## src/rtl/router_pkt_tx.sv

```systemverilog
// Packet source for the 1x3 router input port: buffers an upstream payload, then
// sends header, payload and parity on pkt_valid/data_out and reports the router's err verdict.
module router_pkt_tx #(
  parameter int unsigned ERR_WAIT = 3
) (
  input  logic       clock,
  input  logic       reset,
  input  logic       start,
  input  logic [1:0] dest_addr,
  input  logic [5:0] pay_len,
  input  logic       wr_valid,
  input  logic [7:0] wr_data,
  output logic       wr_ready,
  input  logic       busy,
  input  logic       err,
  output logic       pkt_valid,
  output logic [7:0] data_out,
  output logic       tx_active,
  output logic       done,
  output logic       parity_err,
  output logic       cmd_err
);

  localparam int unsigned ADDR_W = 2;
  localparam int unsigned LEN_W  = 6;
  localparam int unsigned DATA_W = 8;
  localparam int unsigned DEPTH  = 64;
  localparam int unsigned ECNT_W = 4;

  typedef enum logic [2:0] {
    S_IDLE, S_FILL, S_HEADER, S_PAYLOAD, S_PARITY, S_ERRCHK
  } state_t;

  state_t state, state_nx;

  logic [ADDR_W-1:0] addr_q;
  logic [LEN_W-1:0]  len_q;
  logic [DATA_W-1:0] par_q;
  logic [LEN_W-1:0]  wcnt;
  logic [LEN_W-1:0]  rcnt;
  logic [LEN_W-1:0]  rcnt_nx;
  logic [ECNT_W-1:0] ecnt;
  logic [DATA_W-1:0] mem [DEPTH];

  logic              cmd_ok;
  logic              cmd_go;
  logic              wr_fire;
  logic              xfer;
  logic              last_wr;
  logic              last_rd;
  logic              ecnt_end;

  logic              wr_ready_d;
  logic              pkt_valid_d;
  logic [DATA_W-1:0] data_out_d;
  logic              tx_active_d;
  logic              done_d;
  logic              parity_err_d;
  logic              cmd_err_d;

  assign cmd_ok   = (dest_addr != ADDR_W'(3)) && (pay_len != LEN_W'(0));
  assign cmd_go   = (state == S_IDLE) && start && cmd_ok;
  assign wr_fire  = wr_valid && wr_ready;
  // A byte moves on any edge of a sending state where the router is not busy,
  // including the parity byte which is sent with pkt_valid low.
  assign xfer     = !busy && ((state == S_HEADER) || (state == S_PAYLOAD) || (state == S_PARITY));
  assign last_wr  = (wcnt == len_q - LEN_W'(1));
  assign last_rd  = (rcnt == len_q - LEN_W'(1));
  assign ecnt_end = (ecnt == ECNT_W'(ERR_WAIT - 1));

  // State register
  always_ff @(posedge clock or posedge reset) begin
    if (reset) state <= S_IDLE;
    else       state <= state_nx;
  end

  // Next-state logic
  always_comb begin
    state_nx = state;
    case (state)
      S_IDLE:    if (cmd_go)                 state_nx = S_FILL;
      S_FILL:    if (wr_fire && last_wr)     state_nx = S_HEADER;
      S_HEADER:  if (xfer)                   state_nx = S_PAYLOAD;
      S_PAYLOAD: if (xfer && last_rd)        state_nx = S_PARITY;
      S_PARITY:  if (xfer)                   state_nx = S_ERRCHK;
      S_ERRCHK:  if (ecnt_end)               state_nx = S_IDLE;
      default:                               state_nx = S_IDLE;
    endcase
  end

  // Output logic: next values of the registered outputs, keyed on the next state
  always_comb begin
    rcnt_nx      = rcnt;
    wr_ready_d   = 1'b0;
    pkt_valid_d  = 1'b0;
    data_out_d   = '0;
    tx_active_d  = (state_nx != S_IDLE);
    done_d       = (state == S_ERRCHK) && ecnt_end;
    cmd_err_d    = (state == S_IDLE) && start && !cmd_ok;
    parity_err_d = parity_err;

    if (state == S_HEADER && xfer)       rcnt_nx = '0;
    else if (state == S_PAYLOAD && xfer) rcnt_nx = rcnt + LEN_W'(1);

    if (cmd_go)                         parity_err_d = 1'b0;
    else if (state == S_ERRCHK && err)  parity_err_d = 1'b1;

    case (state_nx)
      S_FILL:    wr_ready_d = 1'b1;
      S_HEADER: begin
        pkt_valid_d = 1'b1;
        data_out_d  = {len_q, addr_q};
      end
      S_PAYLOAD: begin
        pkt_valid_d = 1'b1;
        data_out_d  = mem[rcnt_nx];
      end
      S_PARITY:  data_out_d = par_q;
      default:   ;
    endcase
  end

  // Output registers
  always_ff @(posedge clock or posedge reset) begin
    if (reset) begin
      wr_ready   <= 1'b0;
      pkt_valid  <= 1'b0;
      data_out   <= '0;
      tx_active  <= 1'b0;
      done       <= 1'b0;
      parity_err <= 1'b0;
      cmd_err    <= 1'b0;
    end else begin
      wr_ready   <= wr_ready_d;
      pkt_valid  <= pkt_valid_d;
      data_out   <= data_out_d;
      tx_active  <= tx_active_d;
      done       <= done_d;
      parity_err <= parity_err_d;
      cmd_err    <= cmd_err_d;
    end
  end

  // Command latch, parity accumulator and counters
  always_ff @(posedge clock or posedge reset) begin
    if (reset) begin
      addr_q <= '0;
      len_q  <= '0;
      par_q  <= '0;
      wcnt   <= '0;
      rcnt   <= '0;
      ecnt   <= '0;
    end else begin
      rcnt <= rcnt_nx;
      case (state)
        S_IDLE: if (cmd_go) begin
          addr_q <= dest_addr;
          len_q  <= pay_len;
          par_q  <= {pay_len, dest_addr};
          wcnt   <= '0;
        end
        S_FILL: if (wr_fire) begin
          par_q <= par_q ^ wr_data;
          wcnt  <= wcnt + LEN_W'(1);
        end
        S_PARITY: if (xfer) ecnt <= '0;
        S_ERRCHK: ecnt <= ecnt + ECNT_W'(1);
        default: ;
      endcase
    end
  end

  // Payload buffer; contents are don't-care after reset
  always_ff @(posedge clock) begin
    if (state == S_FILL && wr_fire) mem[wcnt] <= wr_data;
  end

endmodule

```

## config.mk

```make
export PLATFORM = sky130hd
export DESIGN_NAME = router_pkt_tx
export DESIGN_NICKNAME = d
export VERILOG_FILES = /design/src/rtl/router_pkt_tx.sv
export SDC_FILE = /design/constraint.sdc
export NUM_CORES = 1
export LEC_CHECK = 0
export ABC_AREA = 1
export BUFFER_PORTS_ARGS = -buffer_cell sky130_fd_sc_hd__buf_2
export CORE_MARGIN = 2
export CORE_UTILIZATION = 50
export CTS_CLUSTER_DIAMETER = 120
export DETAILED_ROUTE_END_ITERATION = 10
export GPL_TIMING_DRIVEN = 0
export PLACE_DENSITY = 0.69
export SLEW_MARGIN = 15
export SYNTH_ARGS = -nofsm -noshare
export SYNTH_HDL_FRONTEND = slang
export SYNTH_SLANG_ARGS = --single-unit
```

## constraint.sdc

```tcl
create_clock -name clock -period 4.45 [get_ports clock]
set_input_delay 0.2225 -clock clock [delete_from_list [all_inputs] [get_ports clock]]
set_output_delay 0.2225 -clock clock [all_outputs]
set_load 0.02 [all_outputs]
```

======== Word-level counts from Yosys, hierarchy flattened ========
Memory sizes are Yosys's and may differ from the RTL's.
Index checks and enable logic that the tools add are counted.
cells by class
  $add $sub $neg .......................... 4
  eq/ne operators ......................... 16
  mux-type cells .......................... 24
  bitwise operators ....................... 1
  reduce and logical (&&, ||, !) cells .... 27
operators by type and width
  cell                                                                 number
  6-bit 2-to-1 mux                                                     4
  8-bit case mux with 3 select lines                                   1
  3-bit 2-to-1 mux                                                     6
  3-bit case mux with 6 select lines                                   1
  8-bit 2-to-1 mux                                                     2
  8-bit case mux with 2 select lines                                   1
  1-bit logical AND                                                    13
  6-bit by 1-bit adder with 6-bit output (second input constant)       2
  3-bit by 2-bit == test with 1-bit output (second input constant)     4
  6-bit == test                                                        2
  6-bit case mux with 2 select lines                                   1
  3-bit == test (second input constant)                                3
  2-bit != test (second input constant)                                4
  4-bit case mux with 2 select lines                                   1
  8-bit bitwise XOR                                                    1
  3-bit by 1-bit == test with 1-bit output (second input constant)     2
  1-bit 2-to-1 mux                                                     6
  2-bit nonzero test                                                   3
  6-bit nonzero test                                                   1
  6-bit by 1-bit subtractor with 6-bit output (second input constant)  1
  4-bit by 1-bit adder with 4-bit output (second input constant)       1
  4-bit by 2-bit == test with 1-bit output (second input constant)     1
  4-bit 2-to-1 mux                                                     1
  2-bit AND reduction                                                  2
  6 further kinds                                                      8
storage, ports and cells
  register bits ........................... 49
  RAM bits ................................ 512
  output and inout bits ................... 14
  logic and storage cells ................. 87
  memories ................................ 1
memories
  name  words  bits a word  rd ports  clocked after Yosys merged registers in  wr ports  line  source
  mem   64     8            1         0                                        1         43    logic [DATA_W-1:0] mem [DEPTH];

======== Longest topological paths before layout ========
Gate-level depths: netlist of run 1.
  depth in word-level cells ............... 10
  gate-level depth with buffers ........... 19
  gate-level depth less buffers ........... 18

======== Worst setup path before layout of run 1 ========
Ideal clock, no wire load.
  path type ............................... reg-to-reg
  from .................................... reg state[1]
  to ...................................... mem mem[0][0], enable pin
  setup time .............................. 370 ps
  data arrival time ....................... 1881 ps
  slack ................................... 2199 ps
  cell stages (with the launch flop) ...... 7
  path buffers ............................ 1
  period minus slack after synthesis ...... 2251 ps
  cells stage by stage .................... dfrtp_1 -> buf_4 -> nor3_2 -> nand2_1 -> nor2_1 -> nand3_1 -> nor2_1
on the way
  word-level cells in the longest chain between the ends .. 4
ends and longest elaborated chain
  item                                      line  source
  start, declared                           34    state_t state, state_nx;
  start signal, assigned                    74    else state <= state_nx;
  3-bit by 1-bit == test with 1-bit output  175   if (state == S_FILL && wr_fire) mem[wcnt] <= wr_data;
  1-bit logical AND                         175
  1-bit 2-to-1 mux                          175
  1-bit 2-to-1 mux (not written as such)    175
  end, declared                             43
No other way between the ends.

======== Final worst setup path of run 1 ========
  from .................................... reg state[1]
  to ...................................... mem mem[44][7], enable pin
The elaborated chain is that of the path after synthesis.

==> results of run 1 <==
[worst reg2reg max path, delay by kind of cell, from the launching register on]
family	cells	cell delay (ps)
buffers and inverters	1	160
DFF	1	360
and+or+nand+nor	5	2720
[synth_stat cells]
master	n
sky130_fd_sc_hd__a21oi_1	20
sky130_fd_sc_hd__a31oi_1	1
sky130_fd_sc_hd__buf_1	11
sky130_fd_sc_hd__buf_2	72
sky130_fd_sc_hd__buf_4	12
sky130_fd_sc_hd__buf_6	1
sky130_fd_sc_hd__clkbuf_1	34
sky130_fd_sc_hd__clkinv_1	2
sky130_fd_sc_hd__dfrtp_1	49
sky130_fd_sc_hd__edfxtp_1	512
sky130_fd_sc_hd__ha_1	5
sky130_fd_sc_hd__inv_1	110
sky130_fd_sc_hd__inv_2	3
sky130_fd_sc_hd__nand2_1	547
sky130_fd_sc_hd__nand2_2	1
sky130_fd_sc_hd__nand3_1	546
sky130_fd_sc_hd__nand3_2	1
sky130_fd_sc_hd__nand3_4	1
sky130_fd_sc_hd__nand4_1	91
sky130_fd_sc_hd__nand4_2	1
sky130_fd_sc_hd__nor2_1	84
sky130_fd_sc_hd__nor2_2	3
sky130_fd_sc_hd__nor2b_1	1
sky130_fd_sc_hd__nor3_1	4
sky130_fd_sc_hd__nor3_2	3
sky130_fd_sc_hd__nor3_4	2
sky130_fd_sc_hd__nor3b_1	1
sky130_fd_sc_hd__nor4_1	1
sky130_fd_sc_hd__o211ai_1	1
sky130_fd_sc_hd__o21ai_0	25
sky130_fd_sc_hd__o21bai_1	1
sky130_fd_sc_hd__o221a_2	1
sky130_fd_sc_hd__o22ai_1	2
sky130_fd_sc_hd__xnor2_1	1
sky130_fd_sc_hd__xor2_1	3
[power by group through the flow]
| stage | clock network, mW | logic, mW | registers (mW) |
|---|---|---|---|
| finish | 4.67 | 8.14 | 6.20 |
| global route | 4.87 | 8.60 | 6.22 |
| CTS | 4.67 | 7.85 | 6.19 |
| detailed placement | 0 | 7.81 | 6.30 |
| global placement | 0 | 7.68 | 6.29 |
| floorplan | 0 | 4.74 | 6.31 |
[sequential cells by signal (all words and copies together), names as in the netlist, 3 cells and up]
| register | count |
|---|---|
| mem | 512 |
| data_out | 8 |
| par_q | 8 |
| len_q | 6 |
| rcnt | 6 |
| wcnt | 6 |
| ecnt | 4 |
| state | 3 |
[layout by cell type, fill, tap and decap left out, types with 3 or more instances in the layout]
| master | count |
|---|---|
| sky130_fd_sc_hd__edfxtp_1 | 512 |
| sky130_fd_sc_hd__clkbuf_1 | 45 |
| sky130_fd_sc_hd__o21ai_0 | 25 |
| sky130_fd_sc_hd__nand3_1 | 546 |
| sky130_fd_sc_hd__clkinv_1 | 11 |
| sky130_fd_sc_hd__buf_12 | 3 |
| sky130_fd_sc_hd__bufinv_16 | 5 |
| sky130_fd_sc_hd__clkbuf_16 | 56 |
| sky130_fd_sc_hd__nor2_2 | 7 |
| sky130_fd_sc_hd__a21oi_1 | 20 |
| sky130_fd_sc_hd__inv_2 | 4 |
| sky130_fd_sc_hd__dlygate4sd3_1 | 10 |
| sky130_fd_sc_hd__buf_2 | 100 |
| sky130_fd_sc_hd__nor3_2 | 3 |
| sky130_fd_sc_hd__buf_4 | 19 |
| sky130_fd_sc_hd__xor2_1 | 3 |
| sky130_fd_sc_hd__nor3_1 | 4 |
| sky130_fd_sc_hd__inv_1 | 109 |
| sky130_fd_sc_hd__nor2_1 | 80 |
| sky130_fd_sc_hd__nand2_1 | 547 |
| sky130_fd_sc_hd__dfrtp_1 | 49 |
| sky130_fd_sc_hd__ha_1 | 5 |
| sky130_fd_sc_hd__nand4_1 | 91 |
| sky130_fd_sc_hd__buf_1 | 11 |
| sky130_fd_sc_hd__clkinv_2 | 15 |
[cells by family after synthesis]
kind of cell / Yosys count
adders and majority gates: 5
xor gates and xnor gates: 4
AOI/OAI and AO/OA: 51
DFF: 561
buffers and inverters: 245
and+or+nand+nor: 1287
[through the flow]
stage	power, mW	cell area [um^2]
after global placement	13.97	24810
after global routing	19.69	26770
after detailed placement	14.11	24890
final	19.01	26770
after floorplan	11.05	23870
after CTS	18.71	26760
[area by class of cell]
type | count | area [um^2] | area share (%)
clock inverter | 33 | 312.8 | 1.168
sequential | 561 | 16600 | 62.01
inverter | 115 | 431.7 | 1.612
timing repair buffer | 48 | 352.8 | 1.318
buffer | 130 | 630.6 | 2.356
multi-input combinational | 1347 | 6216 | 23.22
tap | 615 | 769.5 | 2.874
clock buffer | 68 | 1456 | 5.440
[worst min path at each step]
stage	startpoint	to	slack, ps	depth (start not counted)
global route	wr_data[6]	mem[26][6]	30	1
floorplan	wr_data[0]	mem[0][0]	320	0
global placement	addr_q[1]	addr_q[1]	460	2
detailed placement	reset	addr_q[1]	190	2
CTS	err	parity_err	1	5
finish	err	parity_err	6	5
[per-layer routing]
metal | up-vias | share of wire (%) | wire, um | GRT usage, %
li1 | 7841 | - | - | -
met1 | 8542 | 38 | 29320 | 41.98
met2 | 1176 | 45 | 34450 | 47.14
met3 | 179 | 12 | 8784 | 7.234
met4 | 0 | 4.8 | 3647 | 14.20
met5 | - | 0 | 0 | 0
==> results.cfg, run 1 <==
[status]
run_status = finished clean

[yosys]
yosys-mux-area-fraction_pct = 0
synth_cell_type_count = 35
synth-adder-area-share_pct = 0.2621
synth.avg_cell_area_um2 = 11.09
syn-num-nets = 2180
flip_flop_and_latch_count_after_synthesis = 561
main_combinational_cell_family_by_area_after_synthesis = simple AND/OR/NAND/NOR gates
mappedNetlistArea_um2 = 23870
synth_top_cell_by_area = sky130_fd_sc_hd__edfxtp_1
sequential_cell_area_fraction_in_the_yosys_report_pct = 69.55
synth_compound_gate_area_share_pct = 1.132
yosysWarningCount = 0
synthCells = 2153
synth-simple-area-share_pct = 24.46
synthTopCellsByArea = sky130_fd_sc_hd__edfxtp_1 (64%), sky130_fd_sc_hd__nand3_1 (11%), sky130_fd_sc_hd__nand2_1 (8.6%)
synth_top_cell_area_share_pct = 64.41
post_synth_xor_area_fraction_pct = 0.1468

[clock_tree]
cts_root_buf = sky130_fd_sc_hd__clkbuf_16
cts_tree = built
post_cts_resize_count = 0
clockBufferDepth = 3
path_clk_slew_ps = 70
hold_buf_count_cts = 10
clk_latency_ps = 630
clock_sinks = 561
cts.htree.levels = 2
post-cts-setup-buffers = 0
tritoncts.num_buffers = 56

[placed_design]
gp_congestion = 0.9596
port-buffer-count = 35
placement.setup.worst_slack_ps = 981.6
place_inst = 2806
hpwl_mm = 51.72

[timing]
hold_viol_final = 0
timing.setup.tns_ps = 0
peak_freq_mhz = 276.5
transition_time_of_the_tightest_slew_check_pin_ps = 1303
setup_slack_ps = 833.8
clock-skew-final_ps = 13.94
worst_hold_slack_ps = 6.296
finalCritPeriodShare_pct = 81.26
unrepaired_setup_endpoints_after_global_routing = false
finalSetupViolCount = 0
finalCriticalPeriod_ps = 3616
final-max-slew-violation-count = 0
max-slew-margin-rel_pct = 12.84

[worst_setup_path]
rrSetupSlack_ps = 830
worst_reg2reg_endpoint = mem[44][7]
cp_slowest_cell = sky130_fd_sc_hd__nor2_1
cp_buf_inv_count = 1
crit_path_end = mem[44][7]
crit_family = simple AND/OR/NAND/NOR gates
timing.critical_path.mode_cell = sky130_fd_sc_hd__nor2_1
reg2reg_depth = 6
critical_path_arrival_ps = 3860
crit-reg2reg-launch = state[1]
cp_data_required_time_ps = 4690
critical_path_cell_count = 6
crit_type = flip-flop to flip-flop
worst_setup_path_end_kind = flip-flop
critical_path.max_stage_delay_ps = 1130
start_point_of_the_critical_path = state[1]
cp_max_fo = 10
cp_cell_sequence = buf_4, nor3_2, nand2_1, nor2_1, nand3_1, nor2_1
crit_path_start_kind = flip-flop

[global_routing]
number_of_antenna_violations_at_the_first_check_in_global_routing = 1
grt_max_degree = 67
grt_use_total_pct = 30.78
number_of_global_route_vias_before_repair = 16710
grt.overflow.total = 0
wire_length_of_the_first_global_routing_pass_mm = 110.0

[route]
drt.antenna.violating_nets = 0
routed-via-count = 17740
post_drt_wl_per_cell_um = 26.13
final_wirelength_mm = 76.21
drt-pass1-iter-count = 5
drc_errors = 0
first_iter_violations = 2520
vias_per_cell = 6.081

[final_layout]
n_fill_cell = 3968
net_total_in_the_final_layout = 2286
instances_no_fill = 2917
share_of_cells_above_drive_strength_1_pct = 9.774
area.growth.synth_to_final_pct = 12.16
utilization_pct = 56.42
antennaDiodeCount = 0

[die]
top_level_ports = 36
initial_core_util_pct = 50.31
core_ar_um2 = 47450
die_y_um = 222.5
die_x_um = 222.5
die-area_um2 = 49500
rows = 80

[pwr]
power_density_relative_to_cell_area_nw_per_um2 = 710.1
power.share.sequential_pct = 32.6
cellInternalPower_mw = 10.75
netSwitchingFraction_pct = 43.46
combPwrFrac_pct = 42.8
power.share.clock_pct = 24.6
vdd_ir_drop_max_mv = 0.4032
total_switching_power_mw = 8.262
p_leak_nw = 10.06

[hold_path]
worst_hold_path_type = input pin to flip-flop

[flow_run]
maxCapViolCount = 0
No activity file was read; power rests on OpenSTA's default activity.
==> run 2, diff against run 1 <==
- PLACE_DENSITY: 0.69 -> 0.71
- clock period: 4.45 -> 3 ns (I/O delays scaled with it)
==> run 2 against run 1 <==
The run now ends with negative setup slack left. Clock-buffer cell count up 13. Non-clock buffer count up 6. Setup slack worse by 1000 ps. Combinational power up 56%. Wire length up 2.9%. Power up 55%. Utilization up 1.4 points. Via count up 3.0%. Final area up 2.4%. Register-to-register slack worse by 1000 ps. Largest power group unchanged. Highest routed layer unchanged.
==> results.cfg, run 2 (same netlist as run 1, synthesis figures left out) <==
[placed_design]
hpwl_mm = 51.58
placed_cell_area_um2 = 24850
port-buffer-count = 35
placement.setup.worst_slack_ps = -624.0
place_inst = 2804
gp_congestion = 1.032

[route]
drc_errors = 0
post_drt_wl_per_cell_um = 26.77
routed-via-count = 18260
final_wirelength_mm = 78.41
drt.antenna.violating_nets = 0
drt-pass1-iter-count = 6
first_iter_violations = 2959
vias_per_cell = 6.236

[timing]
peak_freq_mhz = 314.5
finalCriticalPeriod_ps = 3179
worst_hold_slack_ps = 62.55
max-slew-margin-rel_pct = 37.80
unrepaired_setup_endpoints_after_global_routing = true
transition_time_of_the_tightest_slew_check_pin_ps = 930.4
timing.setup.tns_ps = -13000
finalCritPeriodShare_pct = 106.0
final-max-slew-violation-count = 0
hold_viol_final = 0
clock-skew-final_ps = 15.76
setup_slack_ps = -179.4
finalSetupViolCount = 160

[pwr]
power_density_relative_to_cell_area_nw_per_um2 = 1072
post-layout-total-power_mw = 29.41
power.share.clock_pct = 25.5
total_switching_power_mw = 12.70
netSwitchingFraction_pct = 43.19
p_leak_nw = 10.26
combPwrFrac_pct = 43.2
vdd_ir_drop_max_mv = 0.6145
power.share.sequential_pct = 31.3
cellInternalPower_mw = 16.71

[worst_setup_path]
start_point_of_the_critical_path = state[0]
worst_setup_path_end_kind = flip-flop
cp_data_required_time_ps = 3490
crit_type = flip-flop to flip-flop
crit-reg2reg-launch = state[0]
crit_path_start_kind = flip-flop
critical_path_arrival_ps = 3670
cp_max_fo = 10

[final_layout]
layout_top_registers = mem: 512 flops, data_out: 8 flops, par_q: 8 flops
largest_register_ffs = 512
area.growth.synth_to_final_pct = 14.89
most_common_cell_after_layout_fill_and_taps_aside = sky130_fd_sc_hd__nand2_1
mostFrequentLayoutCells = sky130_fd_sc_hd__nand2_1 (544), sky130_fd_sc_hd__nand3_1 (540), sky130_fd_sc_hd__edfxtp_1 (512)
net_total_in_the_final_layout = 2293
utilization_pct = 57.80
share_of_cells_above_drive_strength_1_pct = 13.83
regMostFlops = mem
instances_no_fill = 2929
area_of_all_placed_cells_without_fillers_um2 = 27420

[die]
die_x_um = 222.5
die-area_um2 = 49500
rows = 80
core_ar_um2 = 47450
top_level_ports = 36
die_y_um = 222.5
initial_core_util_pct = 50.31

[clock_tree]
cts.htree.levels = 2
tritoncts.num_buffers = 57
cts_tree = built
clk_latency_ps = 620
clockBufferDepth = 3
cts_root_buf = sky130_fd_sc_hd__clkbuf_16
path_clk_slew_ps = 70
clock_sinks = 561

[global_routing]
wire_length_of_the_first_global_routing_pass_mm = 112.9
grt.overflow.total = 0
number_of_global_route_vias_before_repair = 17240
grt_max_degree = 67
grt_use_total_pct = 31.47
number_of_antenna_violations_at_the_first_check_in_global_routing = 2

[hold_path]
worst_hold_path_type = input pin to async pin

[status]
run_status = complete, but fails checks
failed_checks = negative setup slack

[flow_run]
maxCapViolCount = 0
-- run 2: layout make-up --
cell class	instances	area [um^2]
clock buffer	81	1639
timing repair buffer	55	400.4
sequential	561	16600
fill	3985	20020
tap	615	769.5
multi-input combinational	1347	6545
inverter	115	431.7
antenna	1	2.502
clock inverter	25	339.1
buffer	129	695.7
-- run 2: worst max-delay path, stage by stage, from the launching register on --
cell and delay, ps:
sky130_fd_sc_hd__dfrtp_1 400, sky130_fd_sc_hd__inv_1 210, sky130_fd_sc_hd__nand4_2 290, sky130_fd_sc_hd__nand3_1 340
sky130_fd_sc_hd__buf_4 260, sky130_fd_sc_hd__clkbuf_2 310, sky130_fd_sc_hd__nand3_1 160, sky130_fd_sc_hd__nand3_1 100
sky130_fd_sc_hd__nand3_1 200, sky130_fd_sc_hd__nand3_1 280, sky130_fd_sc_hd__nand3_1 110, sky130_fd_sc_hd__nand3_1 290
sky130_fd_sc_hd__nand2_1 90
-- run 2: routing by layer --
| layer | wire, um | vias to the layer above | GRT usage [%] |
|---|---|---|---|
| met1 | 28910 | 8751 | 42.04 |
| met3 | 9645 | 293 | 7.366 |
| li1 | - | 7863 | - |
| met2 | 35280 | 1357 | 48.17 |
| met4 | 4574 | 0 | 16.87 |
| met5 | 0 | - | 0 |
-- run 2: final timing paths --
check,end,slack (ps),cells past startpoint
min in group clock,mem[15][4],120,1
worst max register to register,data_out[7],-180,12
worst max-delay path,data_out[7],-180,12
worst min-delay path,par_q[5],60,3
worst min register to register,addr_q[0],480,2
max in group asynchronous,data_out[4],2430,4
-- run 2: timing repair --
item / in CTS / in global routing
cloned: 0 / 0
resized for setup: 82 / 67
hold buffers: 12 / 0
setup endpoints to repair: 503 / 400
setup buffers: 2 / 5
endpoints found under the hold margin: 68 / 0
-- run 2: power by group through the flow --
stage	Clock [mW]	Sequential, mW	Combinational [mW]
CTS	7.49	9.19	12.0
floorplan	0	9.36	7.02
finish	7.51	9.20	12.7
detailed placement	0	9.35	11.8
global placement	0	9.34	11.6
global route	7.79	9.23	13.3
==> run 3, diff against run 2 <==
==> constraint.sdc (replaced) <==
create_clock -name clock -period 3 [get_ports clock]
set_input_delay 0.9 -clock clock [delete_from_list [all_inputs] [get_ports clock]]
set_output_delay 0.9 -clock clock [all_outputs]
set_load 0.02 [all_outputs]
==> run 3 against run 2 <==
The run still ends with negative setup slack left. Fmax is 0.62% higher. Setup slack gained 20 ps. Wire length is essentially flat. Largest power group unchanged. Clock-buffer cell count is the same.
==> results.cfg, run 3 (same netlist as run 1, synthesis figures left out) <==
[status]
run_status = complete, but fails checks
failed_checks = negative setup slack

[placed_design]
port-buffer-count = 35
gp_congestion = 1.032
placement.setup.worst_slack_ps = -801.6
place_inst = 2804
hpwl_mm = 51.58

[timing]
worst_hold_slack_ps = 243.7
unrepaired_setup_endpoints_after_global_routing = true
peak_freq_mhz = 316.5
setup_slack_ps = -159.8
finalSetupViolCount = 162
finalCriticalPeriod_ps = 3160
transition_time_of_the_tightest_slew_check_pin_ps = 917.8
final-max-slew-violation-count = 0
max-slew-margin-rel_pct = 38.64
timing.setup.tns_ps = -12250
clock-skew-final_ps = 15.50
hold_viol_final = 0
finalCritPeriodShare_pct = 105.3

[die]
die-area_um2 = 49500
initial_core_util_pct = 50.31
core_ar_um2 = 47450
top_level_ports = 36
rows = 80
die_x_um = 222.5
die_y_um = 222.5

[final_layout]
regMostFlops = mem
most_common_cell_after_layout_fill_and_taps_aside = sky130_fd_sc_hd__nand2_1
largest_register_ffs = 512
layout_top_registers = mem: 512 flops, data_out: 8 flops, par_q: 8 flops
mostFrequentLayoutCells = sky130_fd_sc_hd__nand2_1 (544), sky130_fd_sc_hd__nand3_1 (540), sky130_fd_sc_hd__edfxtp_1 (512)
area.growth.synth_to_final_pct = 14.40
share_of_cells_above_drive_strength_1_pct = 13.91
instances_no_fill = 2918
net_total_in_the_final_layout = 2281

[clock_tree]
cts.htree.levels = 2
clock_sinks = 561
cts_root_buf = sky130_fd_sc_hd__clkbuf_16
clk_latency_ps = 620
path_clk_slew_ps = 60
cts_tree = built
clockBufferDepth = 3
tritoncts.num_buffers = 57

[pwr]
cellInternalPower_mw = 16.70
power.share.sequential_pct = 31.3
power.share.clock_pct = 25.6
combPwrFrac_pct = 43.2
vdd_ir_drop_max_mv = 0.6170
p_leak_nw = 10.21
netSwitchingFraction_pct = 43.24
total_switching_power_mw = 12.72
post-layout-total-power_mw = 29.42
power_density_relative_to_cell_area_nw_per_um2 = 1077

[route]
post_drt_wl_per_cell_um = 26.85
final_wirelength_mm = 78.34
drc_errors = 0
drt-pass1-iter-count = 6
drt.antenna.violating_nets = 0
first_iter_violations = 3063
vias_per_cell = 6.273
routed-via-count = 18300

[worst_setup_path]
cp_slowest_cell = sky130_fd_sc_hd__nor2_2
worst_setup_path_end_kind = flip-flop
crit_type = flip-flop to flip-flop
cp_data_required_time_ps = 3250
crit_path_start_kind = flip-flop
critical_path_arrival_ps = 3410
cp_cell_sequence = buf_4, nor3_4, nand2_1, nor2_1, nand3_2, nor2_2
critical_path.max_stage_delay_ps = 670
cp_max_fo = 10

[hold_path]
worst_hold_path_type = input pin to async pin

[global_routing]
grt_max_degree = 67
grt_use_total_pct = 31.38
grt.overflow.total = 0
number_of_global_route_vias_before_repair = 17170
wire_length_of_the_first_global_routing_pass_mm = 112.5
number_of_antenna_violations_at_the_first_check_in_global_routing = 2

[flow_run]
maxCapViolCount = 0
## run 3: path summary, 6_finish.rpt
kind,start,end,slack [ps],cells after the start
min in group clock,addr_q[0],addr_q[0],480,2
max in group asynchronous,reset,data_out[4],2250,3
worst min register to register,addr_q[0],addr_q[0],480,2
worst max register to register,state[1],mem[4][6],-160,6
worst max-delay path,state[1],mem[4][6],-160,6
worst min-delay path,reset,par_q[5],240,2
## run 3: through the flow
stage,utilization [%],area [um^2]
after floorplan,-,23870
after global placement,52.30,24810
after detailed placement,52.37,24850
after CTS,57.12,27100
after global routing,57.55,27300
final,57.55,27310
## run 3: power by group through the flow
stage               logic, mW  registers (mW)  clock network [mW]
floorplan                7.02            9.36                   0
global placement         11.6            9.34                   0
detailed placement       11.8            9.35                   0
CTS                      12.0            9.19                7.49
global route             13.3            9.23                7.79
finish                   12.7            9.19                7.52
## run 3: critical path, delay by kind of cell, from the launching register on
family	cells	cell delay [ps]
AND/OR/NAND/NOR	5	2260
flip-flops	1	360
buffers and inverters	1	160
## run 3: routing by layer
| metal | global-route usage, % | wire, um | vias up |
|---|---|---|---|
| li1 | - | - | 7847 |
| met1 | 41.95 | 29090 | 8804 |
| met2 | 47.96 | 35080 | 1356 |
| met3 | 7.339 | 9355 | 295 |
| met4 | 16.89 | 4792 | 2 |
| met5 | 0 | 11 | - |
## run 3: final cells by class
type	count	area (um^2)
plain buffers	129	695.7
well taps	615	769.5
multi-input cells	1347	6545
clock buffers	81	1639
diodes	2	5.005
flip-flops and latches	561	16600
fillers	3995	20140
repair buffers	43	280.3
clock inverters	25	339.1
inverters	115	431.7
## run 3: repair_timing
item	in CTS	in global routing
resized for setup	82	67
setup buffers	2	5
hold buffers	0	0
endpoints found under the setup margin	503	400
